[src/rtl/controle_quadrado.sv]
// controle_quadrado: frame-synchronous position/size/color controller for the VGA square overlay.
// Build macro REBATE_EN: defined -> square bounces at screen edges; undefined -> square wraps to 0.
module controle_quadrado #(
  parameter int H_ATIVO = 640,
  parameter int V_ATIVO = 480,
  parameter int PASSO   = 2
) (
  input  logic       clk,
  input  logic       reset,
  input  logic       vsync,
  input  logic       pausa,
  input  logic [5:0] sw_tamanhos,
  input  logic [3:0] sw_cor,
  output logic [9:0] pos_x,
  output logic [9:0] pos_y,
  output logic [9:0] tamanho,
  output logic [3:0] cor,
  output logic       frame_tick
);

  // state   | meaning
  // ESPERA  | idle, waiting for vsync falling edge
  // CARREGA | latch size/color switches, clamp position to the new size
  // MOVE_X  | step horizontal position
  // MOVE_Y  | step vertical position
  typedef enum logic [1:0] {ESPERA, CARREGA, MOVE_X, MOVE_Y} estado_t;

  localparam logic [10:0] H_LIM = 11'(H_ATIVO);
  localparam logic [10:0] V_LIM = 11'(V_ATIVO);
  localparam logic [10:0] STEP  = 11'(PASSO);

  estado_t    estado_q, estado_d;
  logic       vsync_q;
  logic       frame_tick_q;
  logic       inicio;
  logic [9:0] pos_x_q, pos_x_d;
  logic [9:0] pos_y_q, pos_y_d;
  logic [9:0] tamanho_q, tamanho_d;
  logic [3:0] cor_q, cor_d;
  logic [9:0] tam_novo;

  assign inicio = vsync_q & ~vsync;

`ifdef REBATE_EN
  logic dir_x_q, dir_x_d;
  logic dir_y_q, dir_y_d;

  // Returns {new_dir, new_pos}; 11-bit sums so pos + tam + step cannot overflow.
  function automatic logic [10:0] mover(input logic [9:0] pos, input logic dir,
                                        input logic [9:0] tam, input logic [10:0] lim);
    logic [10:0] pos_ext;
    logic [10:0] soma;
    logic [10:0] res;
    pos_ext = {1'b0, pos};
    soma    = pos_ext + {1'b0, tam} + STEP;
    if (!dir) begin
      if (soma >= lim) res = {1'b1, 10'(lim - {1'b0, tam})};
      else             res = {1'b0, 10'(pos_ext + STEP)};
    end else begin
      if (pos_ext <= STEP) res = {1'b0, 10'd0};
      else                 res = {1'b1, 10'(pos_ext - STEP)};
    end
    return res;
  endfunction
`else
  function automatic logic [9:0] mover(input logic [9:0] pos, input logic [9:0] tam,
                                       input logic [10:0] lim);
    logic [10:0] pos_ext;
    logic [10:0] soma;
    pos_ext = {1'b0, pos};
    soma    = pos_ext + {1'b0, tam} + STEP;
    if (soma > lim) return 10'd0;
    return 10'(pos_ext + STEP);
  endfunction
`endif

  always_comb begin
    estado_d  = estado_q;
    pos_x_d   = pos_x_q;
    pos_y_d   = pos_y_q;
    tamanho_d = tamanho_q;
    cor_d     = cor_q;
`ifdef REBATE_EN
    dir_x_d   = dir_x_q;
    dir_y_d   = dir_y_q;
`endif
    // 4*code + 4 spans 4..256
    tam_novo  = 10'({sw_tamanhos, 2'b00}) + 10'd4;

    unique case (estado_q)
      ESPERA: begin
        if (inicio) estado_d = CARREGA;
      end
      CARREGA: begin
        tamanho_d = tam_novo;
        cor_d     = sw_cor;
        if (({1'b0, pos_x_q} + {1'b0, tam_novo}) > H_LIM)
          pos_x_d = 10'(H_LIM - {1'b0, tam_novo});
        if (({1'b0, pos_y_q} + {1'b0, tam_novo}) > V_LIM)
          pos_y_d = 10'(V_LIM - {1'b0, tam_novo});
        estado_d = pausa ? ESPERA : MOVE_X;
      end
      MOVE_X: begin
`ifdef REBATE_EN
        {dir_x_d, pos_x_d} = mover(pos_x_q, dir_x_q, tamanho_q, H_LIM);
`else
        pos_x_d = mover(pos_x_q, tamanho_q, H_LIM);
`endif
        estado_d = MOVE_Y;
      end
      MOVE_Y: begin
`ifdef REBATE_EN
        {dir_y_d, pos_y_d} = mover(pos_y_q, dir_y_q, tamanho_q, V_LIM);
`else
        pos_y_d = mover(pos_y_q, tamanho_q, V_LIM);
`endif
        estado_d = ESPERA;
      end
    endcase
  end

  always_ff @(posedge clk or posedge reset) begin
    if (reset) begin
      estado_q     <= ESPERA;
      vsync_q      <= 1'b1;
      frame_tick_q <= 1'b0;
      pos_x_q      <= 10'd0;
      pos_y_q      <= 10'd0;
      tamanho_q    <= 10'd4;
      cor_q        <= 4'd0;
`ifdef REBATE_EN
      dir_x_q      <= 1'b0;
      dir_y_q      <= 1'b0;
`endif
    end else begin
      estado_q     <= estado_d;
      vsync_q      <= vsync;
      frame_tick_q <= inicio;
      pos_x_q      <= pos_x_d;
      pos_y_q      <= pos_y_d;
      tamanho_q    <= tamanho_d;
      cor_q        <= cor_d;
`ifdef REBATE_EN
      dir_x_q      <= dir_x_d;
      dir_y_q      <= dir_y_d;
`endif
    end
  end

  assign pos_x      = pos_x_q;
  assign pos_y      = pos_y_q;
  assign tamanho    = tamanho_q;
  assign cor        = cor_q;
  assign frame_tick = frame_tick_q;

endmodule

[config.mk]
export PLATFORM = sky130hd
export DESIGN_NAME = controle_quadrado
export DESIGN_NICKNAME = d
export VERILOG_FILES = /design/src/rtl/controle_quadrado.sv
export SDC_FILE = /design/constraint.sdc
export NUM_CORES = 1
export LEC_CHECK = 0
export CAP_MARGIN = 30
export CORE_UTILIZATION = 25
export DETAILED_ROUTE_END_ITERATION = 12
export GPL_TIMING_DRIVEN = 0
export PLACE_DENSITY = 0.54
export SETUP_SLACK_MARGIN = 0.2
export SLEW_MARGIN = 20
export SYNTH_ARGS = -nofsm -noshare
export SYNTH_HDL_FRONTEND = slang
export SYNTH_SLANG_ARGS = --single-unit
[constraint.sdc]
create_clock -name clk -period 5.4 [get_ports clk]
set_clock_uncertainty 0.1 [all_clocks]
set_input_delay 0.54 -clock clk [delete_from_list [all_inputs] [get_ports clk]]
set_output_delay 0.54 -clock clk [all_outputs]
set_load 0.05 [all_outputs]
==> metrics.md <==
| Metric | Value |
|---|---|
| Status | finished clean |
| # hold bufs at CTS | 0 |
| Clk Latency, worst-skew pair | 0.28 ns |
| Nets | 466 |
| CTS buffer count | 5 |
| Mapped cell area | 3190 µm² |
| CTS H-tree lvls | 2 |
| Synth Flop Type | dfrtp_1 |
| DRC viols | 0 |
| Leak pwr | 1.74 nW |
| Largest family of logic cells by synthesized area | compound AO/OA/AOI/OAI gates |
| P&R area growth vs syn | 25.2% |
| Final min period | 4.11 ns |
| Cell Rows | 40 |
| Compound-Gate Fraction of Synth Area | 0.241 |
| Post-DRT Antenna Nets | 0 |
| Reg2reg start | pos_x[2]$_DFFE_PP0P_ |
| Slew @ Worst Pin | 0.521 ns |
| Die Wd | 115 µm |
| Worst R2R End | pos_x[9]$_DFFE_PP0P_ |
| Initial antenna violation count | 0 |
| Hold Startpoint | cor[0]$_DFFE_PP0P_ |
| Area fraction of the dominant cell type after synthesis | 0.243 |
| Synth Instances | 361 |
| WP data arrival | 4.17 ns |
| Register area | 828 µm² |
| Slowest cell on the critical path | clkdlybuf4s50_1 |
| DR pass1 iterations | 4 |
| Layout Utilization | 0.327 |
| Post-cts sizing count | 0 |
| GRT Total Usage | 0.145 |
| TNS Setup | 0 ns |
| Post-Synth XOR/XNOR Area | 0.0769 |
| Headroom to the max-slew limit | 0.652 |
| Routed WL | 9060 µm |
| Synth cell types | 66 |
| Top cells by count, synth | ha_1 (34), dfrtp_1 (31), o21ai_0 (30), nor2_1 (25), nand2_1 (23) |
| Mean cell area of the mapped netlist | 8.83 µm² |
| R2R depth | 11 |
| Post-synthesis sequential area ratio | 0.260 |
| Crit. End Element | flop |
| Max VDD drop | 0.184 mV |
| Fillers | 1,298 |
| Fraction of the mapped netlist area in simple logic gates | 0.181 |
| Hold Violations, Final | 0 |
| Adder-Cell Fraction of Synth Area | 0.159 |
| Critical path peak fanout | 7 |
| Synthesis-stage register bit count | 33 |
| Leading area contributor after synthesis | dfrtp_1 |
| Vias post-DR | 2,856 |
| Final Wtd Congestion | 0.844 |
| Pwr/cell area | 724 nW/µm² |
| Final max-slew violation count | 0 |
| Chip Height | 115 µm |
| Core Area | 12,200 µm² |
| 1st-iter DRT viols | 120 |
| Worst setup SP type | input port |
| Drt wl/cell | 15.5 µm |
| Max-Cap Viols | 0 |
| Inserted Diodes | 0 |
| Root Driver | clkbuf_16 |
| Post-CTS Setup Bufs | 0 |
| F_max | 0.243 GHz |
| CP max stage delay | 0.66 ns |
| Crit-path cells | clkdlybuf4s50_1, and3_1, nand3_1, xnor2_1, inv_1, ha_1, and3_1, a221o_1, a21oi_2, nor3_1, a2111o_1, and2_4, buf_6, a211o_1 |
| Vias per std cell | 4.90 |
| HP Class | reg2reg |
| Post-synthesis mux area share | 0.0279 |
| Vias in the first global route | 2,810 |
| Synth area leaders | dfrtp_1 (24%), ha_1 (13%), o21ai_0 (4.7%), xnor2_1 (4.1%), xor2_1 (3.6%) |
| Worst Path Buf+Inv | 3 |
| Clock sinks | 33 |
| Max Root-Sink Buffers | 2 |
| Worst-path clk slew | 0.06 ns |
| Buffers on Ports | 41 |
| Unrepaired setup endpoints after global routing | no |
| Effective utilization at floorplan | 0.261 |
| I/O Pins | 49 |
| Fin crit share | 0.761 |
| Top-count cell post-synth | ha_1 |
| Synth warnings | 0 |
| Hold Path Depth | 1 |
| Crit-path most repeated cell | and3_1 |
| DP HPWL | 6980 µm |
| Post-synth EDFFs | 0 |
| Worst EP required | 5.46 ns |
| Die area | 13,200 µm² |
| Largest net degree at the start of global routing | 23 |
| Minimum hold slack | 0.404 ns |
| Critical path class | in2reg |
| Gr ovfl total | 0 |
| Reg2reg setup slack | 2.13 ns |
| Clock tree from TritonCTS | yes |
| Hold EP | cor[0]$_DFFE_PP0P_ |
| Share of cells above drive strength 1 | 0.106 |
| Ys async rst share | 1.00 |
| Top Family by Delay on Critical Path | compound AO/OA/AOI/OAI gates |
| Multi-input combinational cell area | 2200 µm² |
| First-pass GRT wire length | 14,700 µm |
| Final setup fails | 0 |
worst max path at each step:
stage / start / endpoint / cells after the start
after global routing: sw_tamanhos[2] / pos_y[9]$_DFFE_PP0P_ / 14
final: sw_tamanhos[0] / pos_x[3]$_DFFE_PP0P_ / 14
after floorplan: sw_tamanhos[4] / pos_x[3]$_DFFE_PP0P_ / 13
after detailed placement: sw_tamanhos[2] / pos_x[3]$_DFFE_PP0P_ / 14
after CTS: sw_tamanhos[2] / pos_x[3]$_DFFE_PP0P_ / 14
after global placement: sw_tamanhos[0] / pos_x[3]$_DFFE_PP0P_ / 14
per-layer routing:
metal,part of all wire,wire length [µm],vias to the layer above,GRT usage
met5,0,0,-,0
met4,0.023,206,0,0.0537
met3,0.041,368,16,0.0232
met2,0.47,4250,67,0.234
met1,0.47,4240,1345,0.196
li1,-,-,1428,-
power breakdown:
| group | internal, mW | switching, mW | leakage, nW | total [mW] |
|---|---|---|---|---|
| Clock | 0.184 | 0.110 | 0.0712 | 0.294 |
| Combinational | 0.821 | 1.18 | 1.26 | 2.00 |
| Sequential | 0.362 | 0.235 | 0.402 | 0.597 |
flip-flops by register name (all words and copies together), names as in the netlist:
register,count
tamanho,7
estado_q,2
vsync_q,1
frame_tick,1
pos_y,9
pos_x,9
cor,4
per-stage QoR:
step	total power, mW	setup WS [ns]	instance area (µm²)	std cells
after floorplan	2.05	1.98	3200	365
after global placement	2.55	1.06	3820	574
after detailed placement	2.60	1.01	3840	575
after CTS	2.91	1.31	3990	583
after global routing	3.13	1.04	3990	583
final	2.89	1.29	3990	583
cell type report:
cell class,count,area share
repair buffers,42,0.108
flip-flops and latches,33,0.208
clock buffers,8,0.0367
well taps,168,0.0527
plain buffers,15,0.0241
inverters,20,0.0188
multi-input cells,297,0.552
layout by cell type, fill, tap and decap left out, types with 9 or more instances in the layout:
cell	synthesis	layout
xor2_1	13	13
clkdlybuf4s50_1	0	41
nor3_1	9	9
xnor2_1	15	15
a21oi_1	14	14
dfrtp_1	31	31
inv_1	20	19
o21ai_0	30	30
nand2_1	23	23
nor2_1	25	25
nand3_1	17	17
ha_1	34	34
kinds of logic after synthesis:
group	Yosys count
buf+inv	35
compound gates	107
other cells	1
flops	33
xor+xnor	28
simple gates	111
fa+ha+maj	38
mux	8
Power figures use the tool's default switching activity.
